==> src/rtl/kb_vga_pkg.sv <==
// Shared definitions for the keyboard-to-text path: PS/2 set-2 scan code
// constants, the ASCII fill character and the controller state encoding.
package kb_vga_pkg;

    localparam logic [7:0] SC_BRK    = 8'hF0;
    localparam logic [7:0] SC_EXT    = 8'hE0;
    localparam logic [7:0] SC_LSHIFT = 8'h12;
    localparam logic [7:0] SC_RSHIFT = 8'h59;
    localparam logic [7:0] SC_ENTER  = 8'h5A;
    localparam logic [7:0] SC_BKSP   = 8'h66;
    // Extended (E0-prefixed) arrow codes
    localparam logic [7:0] SC_LEFT   = 8'h6B;
    localparam logic [7:0] SC_RIGHT  = 8'h74;
    localparam logic [7:0] SC_UP     = 8'h75;
    localparam logic [7:0] SC_DOWN   = 8'h72;

    localparam logic [7:0] ASCII_SPACE = 8'h20;

    typedef enum logic [2:0] {
        StClear,
        StIdle,
        StBrk,
        StExt,
        StExtBrk,
        StWrite
    } state_e;

endpackage

==> src/rtl/kb_text_ctrl_if.sv <==
// Bus between kb (scan byte strobe) and the char RAM write port.
//   scan_valid/scan_code : byte strobe from the PS/2 receiver
//   wr_en/wr_addr/wr_data: char RAM write port
// master = keyboard/RAM side, slave = kb_text_ctrl.
interface kb_text_ctrl_if #(
    parameter int unsigned ADDR_W = 12
);
    logic              scan_valid;
    logic [7:0]        scan_code;
    logic              wr_en;
    logic [ADDR_W-1:0] wr_addr;
    logic [7:0]        wr_data;

    modport master (
        output scan_valid, scan_code,
        input  wr_en, wr_addr, wr_data
    );

    modport slave (
        input  scan_valid, scan_code,
        output wr_en, wr_addr, wr_data
    );
endinterface

==> src/rtl/scan_to_ascii.sv <==
// Combinational PS/2 set-2 scan code to ASCII map.
//   code_i  : scan code byte
//   shift_i : shift held
//   ascii_o : ASCII character, 0 for unmapped codes
// Covers letters, digits, space and basic punctuation.
module scan_to_ascii (
    input  logic [7:0] code_i,
    input  logic       shift_i,
    output logic [7:0] ascii_o
);
    logic [7:0] lo, hi;

    always_comb begin
        lo = 8'h00;
        hi = 8'h00;
        case (code_i)
            8'h1C: begin lo = "a"; hi = "A"; end
            8'h32: begin lo = "b"; hi = "B"; end
            8'h21: begin lo = "c"; hi = "C"; end
            8'h23: begin lo = "d"; hi = "D"; end
            8'h24: begin lo = "e"; hi = "E"; end
            8'h2B: begin lo = "f"; hi = "F"; end
            8'h34: begin lo = "g"; hi = "G"; end
            8'h33: begin lo = "h"; hi = "H"; end
            8'h43: begin lo = "i"; hi = "I"; end
            8'h3B: begin lo = "j"; hi = "J"; end
            8'h42: begin lo = "k"; hi = "K"; end
            8'h4B: begin lo = "l"; hi = "L"; end
            8'h3A: begin lo = "m"; hi = "M"; end
            8'h31: begin lo = "n"; hi = "N"; end
            8'h44: begin lo = "o"; hi = "O"; end
            8'h4D: begin lo = "p"; hi = "P"; end
            8'h15: begin lo = "q"; hi = "Q"; end
            8'h2D: begin lo = "r"; hi = "R"; end
            8'h1B: begin lo = "s"; hi = "S"; end
            8'h2C: begin lo = "t"; hi = "T"; end
            8'h3C: begin lo = "u"; hi = "U"; end
            8'h2A: begin lo = "v"; hi = "V"; end
            8'h1D: begin lo = "w"; hi = "W"; end
            8'h22: begin lo = "x"; hi = "X"; end
            8'h35: begin lo = "y"; hi = "Y"; end
            8'h1A: begin lo = "z"; hi = "Z"; end
            8'h45: begin lo = "0"; hi = ")"; end
            8'h16: begin lo = "1"; hi = "!"; end
            8'h1E: begin lo = "2"; hi = "@"; end
            8'h26: begin lo = "3"; hi = "#"; end
            8'h25: begin lo = "4"; hi = "$"; end
            8'h2E: begin lo = "5"; hi = "%"; end
            8'h36: begin lo = "6"; hi = "^"; end
            8'h3D: begin lo = "7"; hi = "&"; end
            8'h3E: begin lo = "8"; hi = "*"; end
            8'h46: begin lo = "9"; hi = "("; end
            8'h29: begin lo = " "; hi = " "; end
            8'h41: begin lo = ","; hi = "<"; end
            8'h49: begin lo = "."; hi = ">"; end
            8'h4A: begin lo = "/"; hi = "?"; end
            8'h4E: begin lo = "-"; hi = "_"; end
            8'h55: begin lo = "="; hi = "+"; end
            8'h4C: begin lo = ";"; hi = ":"; end
            8'h52: begin lo = "'"; hi = "\""; end
            default: begin lo = 8'h00; hi = 8'h00; end
        endcase
        ascii_o = shift_i ? hi : lo;
    end
endmodule

==> src/rtl/kb_text_ctrl.sv <==
// Text-buffer sequencer between the PS/2 receiver and the char RAM.
//   mclk, reset            : clock, async active-low reset
//   bus (slave)            : scan byte strobe in, char RAM write port out
//   cursor_col/cursor_row  : current text cursor
//   busy                   : clear sweep in progress, scan input ignored
//   shift_on               : a shift key is held
// Clears the screen after reset, then decodes make/break/extended codes,
// writes ASCII cells and moves the cursor.
module kb_text_ctrl
    import kb_vga_pkg::*;
#(
    parameter int unsigned COLS   = 80,
    parameter int unsigned ROWS   = 30,
    parameter int unsigned ADDR_W = 12  // 2**ADDR_W >= COLS*ROWS
) (
    input  logic           mclk,
    input  logic           reset,
    kb_text_ctrl_if.slave  bus,
    output logic [6:0]     cursor_col,
    output logic [4:0]     cursor_row,
    output logic           busy,
    output logic           shift_on
);
    localparam logic [6:0]        ColMax  = 7'(COLS - 1);
    localparam logic [4:0]        RowMax  = 5'(ROWS - 1);
    localparam logic [ADDR_W-1:0] ClrLast = ADDR_W'(COLS * ROWS - 1);

    state_e            state_q, state_d;
    logic [6:0]        col_q, col_d;
    logic [4:0]        row_q, row_d;
    logic [ADDR_W-1:0] clr_q, clr_d;
    logic              wr_en_q, wr_en_d;
    logic [ADDR_W-1:0] wr_addr_q, wr_addr_d;
    logic [7:0]        wr_data_q, wr_data_d;
    logic              busy_q, busy_d;
    logic              shift_q, shift_d;

    logic [7:0]        ascii;
    logic [6:0]        bk_col, adv_col;
    logic [4:0]        bk_row, adv_row, nl_row;
    logic [ADDR_W-1:0] cur_addr, bk_addr;

    scan_to_ascii u_map (
        .code_i  (bus.scan_code),
        .shift_i (shift_q),
        .ascii_o (ascii)
    );

    // Cursor arithmetic: next line, advance after a write, backspace target
    always_comb begin
        nl_row  = (row_q == RowMax) ? 5'd0 : row_q + 5'd1;
        adv_col = (col_q == ColMax) ? 7'd0 : col_q + 7'd1;
        adv_row = (col_q == ColMax) ? nl_row : row_q;
        bk_col  = col_q;
        bk_row  = row_q;
        if (col_q != 7'd0) begin
            bk_col = col_q - 7'd1;
        end else if (row_q != 5'd0) begin
            bk_col = ColMax;
            bk_row = row_q - 5'd1;
        end
        cur_addr = ADDR_W'(row_q) * ADDR_W'(COLS) + ADDR_W'(col_q);
        bk_addr  = ADDR_W'(bk_row) * ADDR_W'(COLS) + ADDR_W'(bk_col);
    end

    always_comb begin
        state_d   = state_q;
        col_d     = col_q;
        row_d     = row_q;
        clr_d     = clr_q;
        wr_en_d   = 1'b0;
        wr_addr_d = wr_addr_q;
        wr_data_d = wr_data_q;
        busy_d    = 1'b0;
        shift_d   = shift_q;
        unique case (state_q)
            StClear: begin
                busy_d    = 1'b1;
                wr_en_d   = 1'b1;
                wr_addr_d = clr_q;
                wr_data_d = ASCII_SPACE;
                if (clr_q == ClrLast) begin
                    clr_d   = '0;
                    state_d = StIdle;
                end else begin
                    clr_d = clr_q + 1'b1;
                end
            end
            StIdle: begin
                if (bus.scan_valid) begin
                    case (bus.scan_code)
                        SC_BRK:    state_d = StBrk;
                        SC_EXT:    state_d = StExt;
                        SC_LSHIFT,
                        SC_RSHIFT: shift_d = 1'b1;
                        SC_ENTER: begin
                            col_d = 7'd0;
                            row_d = nl_row;
                        end
                        SC_BKSP: begin
                            wr_en_d   = 1'b1;
                            wr_addr_d = bk_addr;
                            wr_data_d = ASCII_SPACE;
                            col_d     = bk_col;
                            row_d     = bk_row;
                            state_d   = StWrite;
                        end
                        default: begin
                            if (ascii != 8'h00) begin
                                wr_en_d   = 1'b1;
                                wr_addr_d = cur_addr;
                                wr_data_d = ascii;
                                col_d     = adv_col;
                                row_d     = adv_row;
                                state_d   = StWrite;
                            end
                        end
                    endcase
                end
            end
            StBrk: begin
                if (bus.scan_valid) begin
                    if (bus.scan_code == SC_LSHIFT || bus.scan_code == SC_RSHIFT) begin
                        shift_d = 1'b0;
                    end
                    state_d = StIdle;
                end
            end
            StExt: begin
                if (bus.scan_valid) begin
                    state_d = StIdle;
                    case (bus.scan_code)
                        SC_LEFT:  if (col_q != 7'd0)  col_d = col_q - 7'd1;
                        SC_RIGHT: if (col_q != ColMax) col_d = col_q + 7'd1;
                        SC_UP:    if (row_q != 5'd0)  row_d = row_q - 5'd1;
                        SC_DOWN:  if (row_q != RowMax) row_d = row_q + 5'd1;
                        SC_BRK:   state_d = StExtBrk;
                        default:  state_d = StIdle;
                    endcase
                end
            end
            StExtBrk: begin
                if (bus.scan_valid) begin
                    state_d = StIdle;
                end
            end
            StWrite: state_d = StIdle;  // bytes arriving here are dropped
            default: state_d = StClear;
        endcase
    end

    always_ff @(posedge mclk or negedge reset) begin
        if (!reset) begin
            state_q   <= StClear;
            col_q     <= '0;
            row_q     <= '0;
            clr_q     <= '0;
            wr_en_q   <= 1'b0;
            wr_addr_q <= '0;
            wr_data_q <= '0;
            busy_q    <= 1'b0;
            shift_q   <= 1'b0;
        end else begin
            state_q   <= state_d;
            col_q     <= col_d;
            row_q     <= row_d;
            clr_q     <= clr_d;
            wr_en_q   <= wr_en_d;
            wr_addr_q <= wr_addr_d;
            wr_data_q <= wr_data_d;
            busy_q    <= busy_d;
            shift_q   <= shift_d;
        end
    end

    assign bus.wr_en   = wr_en_q;
    assign bus.wr_addr = wr_addr_q;
    assign bus.wr_data = wr_data_q;
    assign cursor_col  = col_q;
    assign cursor_row  = row_q;
    assign busy        = busy_q;
    assign shift_on    = shift_q;
endmodule

==> src/flat_wrapper.sv <==
// flat-port wrapper written by rule: the top's interface ports become plain ports
module kb_text_ctrl_flat import kb_vga_pkg::*;
#(
    parameter int unsigned COLS   = 80,
    parameter int unsigned ROWS   = 30,
    parameter int unsigned ADDR_W = 12                           
)
  (mclk, reset, cursor_col, cursor_row, busy, shift_on, bus_scan_valid, bus_scan_code, bus_wr_en, bus_wr_addr, bus_wr_data);
  kb_text_ctrl_if #(.ADDR_W(ADDR_W)) bus_i ();
  input  logic mclk;
  input  logic reset;
  output logic [6:0] cursor_col;
  output logic [4:0] cursor_row;
  output logic busy;
  output logic shift_on;
  input wire logic [$bits(bus_i.scan_valid)-1:0] bus_scan_valid;
  input wire logic [$bits(bus_i.scan_code)-1:0] bus_scan_code;
  output wire logic [$bits(bus_i.wr_en)-1:0] bus_wr_en;
  output wire logic [$bits(bus_i.wr_addr)-1:0] bus_wr_addr;
  output wire logic [$bits(bus_i.wr_data)-1:0] bus_wr_data;
  assign bus_i.scan_valid = bus_scan_valid;
  assign bus_i.scan_code = bus_scan_code;
  assign bus_wr_en = bus_i.wr_en;
  assign bus_wr_addr = bus_i.wr_addr;
  assign bus_wr_data = bus_i.wr_data;
  kb_text_ctrl #(.COLS(COLS), .ROWS(ROWS), .ADDR_W(ADDR_W)) u_core (.mclk(mclk), .reset(reset), .bus(bus_i), .cursor_col(cursor_col), .cursor_row(cursor_row), .busy(busy), .shift_on(shift_on));
endmodule
==> config.mk <==
export PLATFORM = sky130hd
export DESIGN_NAME = kb_text_ctrl_flat
export DESIGN_NICKNAME = d
export VERILOG_FILES = /design/src/rtl/kb_vga_pkg.sv /design/src/rtl/kb_text_ctrl_if.sv /design/src/rtl/scan_to_ascii.sv /design/src/rtl/kb_text_ctrl.sv /design/src/flat_wrapper.sv
export SDC_FILE = /design/constraint.sdc
export NUM_CORES = 1
export LEC_CHECK = 0
export CAP_MARGIN = 20
export CELL_PAD_IN_SITES_DETAIL_PLACEMENT = 0
export CELL_PAD_IN_SITES_GLOBAL_PLACEMENT = 1
export CORE_MARGIN = 3
export CORE_UTILIZATION = 35
export CTS_BUF_LIST = sky130_fd_sc_hd__clkbuf_8
export CTS_CLUSTER_SIZE = 30
export DETAILED_ROUTE_END_ITERATION = 10
export PLACE_DENSITY = 0.71
export SYNTH_ARGS = -nofsm -noshare
export SYNTH_HDL_FRONTEND = slang
export SYNTH_SLANG_ARGS = --single-unit
export TNS_END_PERCENT = 20
==> constraint.sdc <==
create_clock -name mclk -period 5.1 [get_ports mclk]
set_input_delay 1.02 -clock mclk [delete_from_list [all_inputs] [get_ports mclk]]
set_output_delay 1.02 -clock mclk [all_outputs]
set_load 0.005 [all_outputs]
* Word level (Yosys, flattened, before mapping)
Memory sizes are Yosys's and may differ from the RTL's.
Index checks and enable logic that the tools add are counted.
W data, S select, Z words.
** Operators by class
- Add/sub/neg operators :: 7
- Multiply operators :: 2
- Eq/ne operators :: 39
- Muxes and demuxes :: 51
- Reduce and logical (&&, ||, !) cells :: 18
** Operators by type and width (number)
- $eq A8 B7 Y1 const B :: 7
- $mux W7 :: 8
- $pmux W12 S2 :: 2
- $mux W5 :: 8
- $mux W12 :: 3
- $pmux W8 S2 :: 2
- $pmux W7 S2 :: 2
- $add A12 B7 Y12 :: 2
- $mux W8 :: 3
- $pmux W7 S3 :: 1
- $pmux W5 S2 :: 2
- $mux W3 :: 6
- $eq A8 B8 Y1 const B :: 2
- $mul A5 B3 Y8 const B :: 2
- $mux W16 :: 1
- $reduce_and A8 Y1 :: 2
- $pmux W3 S5 :: 1
- $pmux W5 S3 :: 1
- $add A12 B1 Y12 const B :: 1
- $eq A12 B12 Y1 const B :: 1
- $ne A2 B2 Y1 const B :: 6
- $ne A3 B2 Y1 const B :: 4
- $pmux W3 S4 :: 1
- $eq A8 B5 Y1 const B :: 1
- 31 further kinds :: 48
** Word-level totals
- Flip-flop bits (word level) :: 50
- ROM bits :: 1792
- Memories :: 1
** Memories
- (name not given) :: depth 128, bits a word 14, rd ports 1, clocked after Yosys merged registers in 0, write ports 0, RTL line scan_to_ascii.sv:16 : case (code_i)

* Logic depth before layout (Yosys ltp)
Gate-level depths: netlist of the first run.
- Word-level depth :: 8
- Gate-level depth with buffers :: 17

* By module
A second synthesis of the first run with hierarchy kept.
** Second synthesis, totals
- Cells, all modules :: 745
- Area total of the unflattened synthesis :: 5590.4 um^2
** By module, submodules not included
- kb_text_ctrl :: instances 1, cells each 534, area each 4299.1 um^2
- scan_to_ascii :: instances 1, cells each 211, area each 1291.2 um^2

* Worst setup path after synthesis of the first run
Ideal clock, no wire load.
- Path type :: register to register
- Start :: reg u_core.row_q[0] (netlist: u_core.cursor_row[0])
- End :: reg u_core.wr_addr_q[10] (netlist: u_core.bus.wr_addr[10])
- Setup time :: 0.125 ns
- Arrival :: 3.718 ns
- Slack :: 1.257 ns
- Cell stages (with the launch flop) :: 17
- Buffers on the path :: 1
- Period minus slack after synthesis :: 3.843 ns
- Path through :: dfrtp_1 > clkbuf_1 > inv_1 > ha_1 > nor3b_1 > nor2b_1 > nor3_1 > a21o_1 > ha_1 > ha_1 > fa_1 > xor2_1 > o2111ai_1 > xor2_1 > xnor2_1 > o31ai_1 > mux2_4
** Between the ends
- Word-level cells in the longest chain between the ends :: 8
- Elaborated cells on any way between the ends :: 14
- Classes of those cells :: add/sub: 3; mul: 2; mux: 8; reduce/logical: 1
** RTL lines
- from (decl) :: RTL line kb_text_ctrl.sv:30 : logic [4:0] row_q, row_d;
- from (signal assigned) :: RTL line kb_text_ctrl.sv:166 : row_q <= row_d;
- $sub A5 B1 Y5 or $reduce_bool A5 Y1 (tied branches) :: RTL line kb_text_ctrl.sv:60, kb_text_ctrl.sv:58
- $mux W5
- $mux W5 :: RTL line kb_text_ctrl.sv:56 : if (col_q != 7'd0) begin
- $mul A5 B3 Y8 :: RTL line kb_text_ctrl.sv:63 : bk_addr = ADDR_W'(bk_row) * ADDR_W'(COLS) + ADDR_W'(bk_col);
- $add A12 B7 Y12 :: RTL line kb_text_ctrl.sv:63
- $pmux W12 S2 (*) :: RTL line kb_text_ctrl.sv:91 : case (bus.scan_code)
- $mux W12 (*) :: RTL line kb_text_ctrl.sv:90 : if (bus.scan_valid) begin
- $pmux W12 S2 (*) :: RTL line kb_text_ctrl.sv:76 : unique case (state_q)
- to (signal assigned) :: RTL line kb_text_ctrl.sv:169 : wr_addr_q <= wr_addr_d;
- to (decl) :: RTL line kb_text_ctrl.sv:33 : logic [ADDR_W-1:0] wr_addr_q, wr_addr_d;
Mark *: on every way between the ends. The rest lies on a longest branch, timed or not. The select of a mux whose other input is x is not followed.
A chain may end at the register's enable or synchronous reset.

* Worst setup path after layout of the first run
- Start :: reg u_core.col_q[0] (netlist: u_core.cursor_col[0])
- End :: reg u_core.wr_addr_q[10] (netlist: u_core.bus.wr_addr[10])
** Between the ends
- Word-level cells in the longest chain between the ends :: 7
- Elaborated cells on any way between the ends :: 12
- Classes of those cells :: add/sub: 3; mul: 1; mux: 7; reduce/logical: 1
** RTL lines
- from (decl) :: RTL line kb_text_ctrl.sv:29 : logic [6:0] col_q, col_d;
- from (signal assigned) :: RTL line kb_text_ctrl.sv:165 : col_q <= col_d;
- $reduce_bool A7 Y1 :: RTL line kb_text_ctrl.sv:56
- $mux W5 :: RTL line kb_text_ctrl.sv:56
- $mul A5 B3 Y8 :: RTL line kb_text_ctrl.sv:63
- $add A12 B7 Y12 :: RTL line kb_text_ctrl.sv:63
- $pmux W12 S2 (*) :: RTL line kb_text_ctrl.sv:91
- $mux W12 (*) :: RTL line kb_text_ctrl.sv:90
- $pmux W12 S2 (*) :: RTL line kb_text_ctrl.sv:76
Marked as above.

==> results of run 1 <==
[worst max-delay path: cells and delay by family (launching register included)]
kind | cells | cell delay [ns]
adder cells (fa/ha/maj) | 4 | 1.12
AND/OR/NAND/NOR | 4 | 1.07
XOR/XNOR | 3 | 0.62
flip-flops | 1 | 0.45
buffers and inverters | 2 | 0.36
AO/OA/AOI/OAI | 3 | 0.33
multiplexers | 1 | 0.29
[cell usage in the layout, fill, tap and decap left out, types with 4 or more instances in the layout]
cell type	netlist	layout
nand4_1	14	14
nor2b_1	17	17
a211oi_1	6	6
o211ai_1	4	4
nand2b_1	19	19
nor3_1	25	25
nor3b_1	4	4
a21o_1	10	10
dfrtp_1	49	49
nor2_1	47	47
or3_1	4	4
xor2_1	11	11
o31ai_1	10	10
a21oi_1	36	36
mux2_2	10	10
xnor2_1	18	18
nand3_1	28	28
mux2_4	8	8
clkbuf_8	0	6
and2_1	8	8
fa_1	4	4
inv_1	24	25
and3_1	11	11
nand2_1	68	68
o2111ai_1	5	5
a31oi_1	16	16
ha_1	32	32
a221oi_1	7	7
o21ai_0	58	58
buf_4	5	26
mux2i_1	14	14
clkdlybuf4s50_1	0	43
[power by group through the flow]
stage / clock (W) / combinational, W / sequential, W
final: 0.000301 / 0.000159 / 0.000388
after global routing: 0.000321 / 0.000170 / 0.000388
after global placement: 0 / 0.000159 / 0.000396
after CTS: 0.000310 / 0.000155 / 0.000388
after detailed placement: 0 / 0.000154 / 0.000396
after floorplan: 0 / 0.000106 / 0.000396
[worst min-delay path by stage]
stage | depth (start not counted) | slack, ns | to | start
after global routing | 1 | 0.53 | u_core.bus.wr_addr[2] | u_core.bus.wr_addr[2]
after CTS | 1 | 0.52 | u_core.bus.wr_addr[2] | u_core.bus.wr_addr[2]
after floorplan | 1 | 0.48 | u_core.clr_q[4] | u_core.clr_q[4]
final | 1 | 0.51 | u_core.bus.wr_addr[2] | u_core.bus.wr_addr[2]
after detailed placement | 1 | 0.49 | u_core.bus.wr_addr[2] | u_core.bus.wr_addr[2]
after global placement | 1 | 0.49 | u_core.bus.wr_addr[0] | u_core.bus.wr_addr[0]
[per-stage QoR]
step                setup WS, ns  hold slack [ns]  utilization (%)  instances  instance area, µm²
global placement           0.591            0.489             40.2        940                6230
detailed placement         0.634            0.493             40.2        940                6230
floorplan                   1.26            0.479                -        714                5650
CTS                        0.808            0.518             41.0        948                6340
global route               0.447            0.527             41.0        948                6340
finish                     0.772            0.513             41.0        948                6340
[kinds of logic after synthesis]
group,synth area share (%)
simple gates,26.4
compound gates,24.8
buf+inv,7.46
flops,21.7
fa+ha+maj,8.50
mux,6.59
xor+xnor,4.49
other cells,0.0663
[layer usage]
metal	share of wire (%)	wire (µm)	track usage [%]
met5	0	0	0
met4	1.0	190	3.89
met3	5.7	1050	2.34
met2	46	8470	32.4
met1	47	8780	29.7
[registers in the layout (all words and copies together), names as in the netlist]
name and cells:
u_core.state_q 3, u_core.bus.wr_en 1, u_core.cursor_col 7, u_core.busy 1
u_core.cursor_row 5, u_core.bus.wr_addr 12, u_core.clr_q 12, u_core.shift_on 1
u_core.bus.wr_data 7
[cell type report]
class / count / area share (%)
Multi-Input combinational cell: 585 / 63.3
Sequential cell: 49 / 19.3
Timing Repair Buffer: 70 / 9.94
Tap cell: 211 / 4.16
Inverter: 25 / 1.48
Clock buffer: 6 / 1.30
Clock inverter: 2 / 0.533
==> results.json, run 1 <==
{
  "wl_um": 18500,
  "rr_startpoint": "u_core.cursor_col[0]",
  "post-route-period-util_pct": 84.9,
  "clk_pin_slew_ns": 0.10,
  "grt_overflow": 0,
  "grt_pass1_vias": 5217,
  "yosysUniqueCellTypes": 90,
  "die_w_um": 133,
  "async_flop_share_pct": 100,
  "crit_chain": "inv_1 -> ha_1 -> nor2b_1 -> and3_1 -> nand2_1 -> nand2_1 -> o21ai_0 -> buf_4 -> ha_1 -> ha_1 -> fa_1 -> xor2_1 -> o2111ai_1 -> xor2_1 -> xnor2_1 -> o31ai_1 -> mux2_4",
  "dpl.hpwl_um": 13900,
  "max_slew_margin_pct": 50.3,
  "synth_seq_cells": 49,
  "synth_cells": 714,
  "tns_ns": 0,
  "yosysMostFrequentCell": "nand2_1",
  "yosysTopAreaCellShare_pct": 21.7,
  "fin_crit_ns": 4.33,
  "finalPower_w": 0.000848,
  "numPortBuffers": 44,
  "holdCritPathClass": "register to register",
  "drtIter0Drc": 566,
  "core_area_um2": 15500,
  "reg2reg_to": "u_core.bus.wr_addr[10]",
  "hold_viol_final": 0,
  "cts_resized": 0,
  "die_y_um": 133,
  "vias": 5673,
  "ys_warn_count": 0,
  "antenna_found_initial": 0,
  "synth_common_cells": "nand2_1 (68), o21ai_0 (58), dfrtp_1 (49)",
  "syn_avg_cell_area_um2": 7.92,
  "seq_area_um2": 1230,
  "power.switching_w": 0.000245,
  "drc": 0,
  "max_freq_mhz": 231,
  "max_cap_violations": 0,
  "power_density_nw_per_um2": 134,
  "power.leakage_nw": 2.53,
  "rsz0062_at_grt": "false",
  "switching_share_pct": 28.8,
  "postCtsHoldBufs": 0,
  "synth_top_area_cell": "dfrtp_1",
  "layout-drive-gt1-share_pct": 10.3,
  "cts_tree": "done",
  "numCtsBuffers": 5,
  "die-area_um2": 17700,
  "htreeDepth": 2,
  "endpoint_kind": "register",
  "cp.arrival_ns": 4.53,
  "syn_to_final_growth_pct": 12.2,
  "cp-endpoint": "u_core.bus.wr_addr[10]",
  "rows": 45,
  "cts_sinks": 49,
  "cts_max_path_buffers": 2,
  "grt_pass1_wl_um": 29300,
  "ios": 46,
  "seqPwrFrac_pct": 45.8,
  "synth_area_um2": 5650,
  "worst_pin_slew_ns": 0.743,
  "clockRootBuffer": "clkbuf_8",
  "seq_area_frac_synth_pct": 21.7,
  "multi_input_area_um2": 4010,
  "power_frac_clock_pct": 35.5,
  "setup_violations": 0,
  "worst_setup_path_start_kind": "register",
  "rrSetupSlack_ns": 0.77,
  "finalMaxSlewViolations": 0,
  "cp_slowest_cell": "and3_1",
  "max_stage_delay_ns": 0.58,
  "r2r.worst_path.cells": 17,
  "n_antenna_cell": 0,
  "fill_cells": 1580,
  "worstPathRequired_ns": 5.31,
  "outcome": "completed",
  "critical_path_class": "register to register",
  "peakVddDrop_v": 0.000143,
  "wl_per_cell_um": 19.5,
  "grtUsageTotal_pct": 20.3,
  "cts_setup_buffers": 0,
  "power_frac_comb_pct": 18.8,
  "synth_edf_count": 0,
  "synthFlopType": "dfrtp_1",
  "vias_per_cell": 5.98,
  "dr.pass1.iters": 5,
  "grt_max_degree": 54,
  "p_int_w": 0.000604,
  "cp-startpoint": "u_core.cursor_col[0]",
  "skew_ns": 0.0172,
  "synth_nets": 761,
  "cp_max_fo": 15,
  "netlist_top_cells_area": "dfrtp_1 (22%), ha_1 (7.1%), o21ai_0 (5.1%), nand2_1 (4.5%), a21oi_1 (3.2%)",
  "place_congestion": 0.931,
  "ant_nets": 0,
  "clock_latency_ns": 0.32,
  "crit_path_frequent_cell": "ha_1",
  "final_nets": 783,
  "initial_core_util_pct": 36.5
}
Note: power is estimated with default switching activity, not from simulation.
==> inputs of run 2 (changes only) <==
- PLACE_DENSITY: 0.71 -> 0.74
- clock period: 5.1 -> 3.95 ns (I/O delays scaled with it)
==> run 2 against run 1 <==
Net effect:
- total power rose by 27%
- clock skew fell by 0.0048 ns
- die area did not move
- setup slack got worse by 0.52 ns
- largest power group unchanged
==> results.json, run 2 (synthesis results as in run 1) <==
{
  "outcome": "completed",
  "numCtsBuffers": 5,
  "vias_per_cell": 5.78,
  "setup_violations": 0,
  "worstPathRequired_ns": 4.15,
  "crit_chain": "inv_1 -> ha_1 -> nor2b_1 -> and3_4 -> nand2_1 -> nor3_1 -> a21o_1 -> ha_1 -> ha_1 -> fa_2 -> xor2_2 -> o2111ai_1 -> xor2_1 -> xnor2_1 -> o31ai_1 -> mux2_4",
  "grt_pass1_wl_um": 29700,
  "final_nets": 840,
  "rows": 45,
  "clock_latency_ns": 0.31,
  "final_cell_mix": "buf_4 (78), nand2_1 (68), o21ai_0 (58), dfrtp_1 (49), nor2_1 (47)",
  "grt_overflow": 0,
  "finalMaxSlewViolations": 0,
  "path_buf_inv": 1,
  "initial_core_util_pct": 36.5,
  "max_stage_delay_ns": 0.46,
  "drc": 0,
  "cts_sinks": 49,
  "clockRootBuffer": "clkbuf_8",
  "numPortBuffers": 44,
  "n_antenna_cell": 0,
  "holdCritPathClass": "register to register",
  "htreeDepth": 2,
  "syn_to_final_growth_pct": 21.0,
  "die_w_um": 133,
  "grt_pass1_vias": 5473,
  "vias": 5809,
  "hold_viol_final": 0,
  "die-area_um2": 17700,
  "cts_setup_buffers": 0,
  "dpl.hpwl_um": 14200,
  "post-route-period-util_pct": 93.6,
  "final_util_pct": 44.2,
  "power_density_nw_per_um2": 157,
  "die_y_um": 133,
  "grtUsageTotal_pct": 20.3,
  "max_slew_margin_pct": 50.8,
  "crit_family": "adder cells",
  "crit_path_frequent_cell": "ha_1",
  "skew_ns": 0.0124,
  "worst_pin_slew_ns": 0.738,
  "fin_ws_ns": 0.252,
  "grt_max_degree": 50,
  "max_cap_violations": 0,
  "cts_tree": "done",
  "endpoint_kind": "register",
  "power.leakage_nw": 2.82,
  "cp_slowest_cell": "dfrtp_1",
  "worst_setup_path_start_kind": "register",
  "antenna_found_initial": 0,
  "layout-drive-gt1-share_pct": 17.4,
  "cts_max_path_buffers": 2,
  "layout_commonest_cell": "buf_4",
  "peakVddDrop_v": 0.000117,
  "postCtsHoldBufs": 0,
  "pre_cts_ws_ns": -0.112,
  "max_freq_mhz": 270,
  "dr.pass1.iters": 5,
  "core_area_um2": 15500,
  "wl_um": 18400,
  "ios": 46,
  "fin_crit_ns": 3.70,
  "cp_max_fo": 6,
  "clk_pin_slew_ns": 0.10,
  "ant_nets": 0,
  "place_congestion": 0.952,
  "fill_cells": 1569,
  "wl_per_cell_um": 18.3,
  "drtIter0Drc": 445,
  "cts_resized": 0,
  "cp.arrival_ns": 3.90,
  "rsz0062_at_grt": "false",
  "critical_path_class": "register to register"
}
==> run 2: report_power, final <==
group / total, W / switching (W) / internal, W
combinational: 0.000234 / 0.000136 / 0.0000974
clock: 0.000338 / 0.000179 / 0.000159
sequential: 0.000501 / 0 / 0.000501
==> run 2: cell type report <==
type                       instances  area, µm²  area share (%)
sequential                        49       1230            17.9
clock buffer                       7       96.3            1.41
timing repair buffer             127       1120            16.4
multi-input combinational        585       4030            59.0
inverter                          25       93.8            1.37
clock inverter                     1       5.00          0.0732
tap                              211        264            3.86
==> run 2: final timing paths <==
path	from	endpoint	slack, ns	cells past startpoint
worst max-delay path	u_core.cursor_col[0]	u_core.bus.wr_addr[10]	0.25	16
worst min-delay path	u_core.bus.wr_addr[7]	u_core.bus.wr_addr[7]	0.52	1
worst max register to register	u_core.cursor_col[0]	u_core.bus.wr_addr[10]	0.25	16
worst min register to register	u_core.bus.wr_addr[7]	u_core.bus.wr_addr[7]	0.52	1
max in group asynchronous	reset	u_core.state_q[1]	2.93	2
min in group asynchronous	reset	u_core.busy	0.59	2
==> run 2: per-stage QoR <==
step                      total power (W)  hold slack (ns)  TNS, ns  std cells  area, µm²
after floorplan                  0.000648            0.479        0        714       5650
after global placement           0.000743            0.489  -0.0297        997       6720
after detailed placement         0.000740            0.496   -0.490        997       6720
after CTS                         0.00108            0.521        0       1005       6820
after global routing              0.00112            0.537        0       1005       6840
final                             0.00107            0.516        0       1005       6840
==> run 2: layer usage <==
layer	GRT usage [%]	up-vias	wire length [µm]
li1	-	2790	-
met1	29.2	2790	8550
met2	32.7	209	8450
met3	2.68	20	1130
met4	4.69	0	275
met5	0	-	0
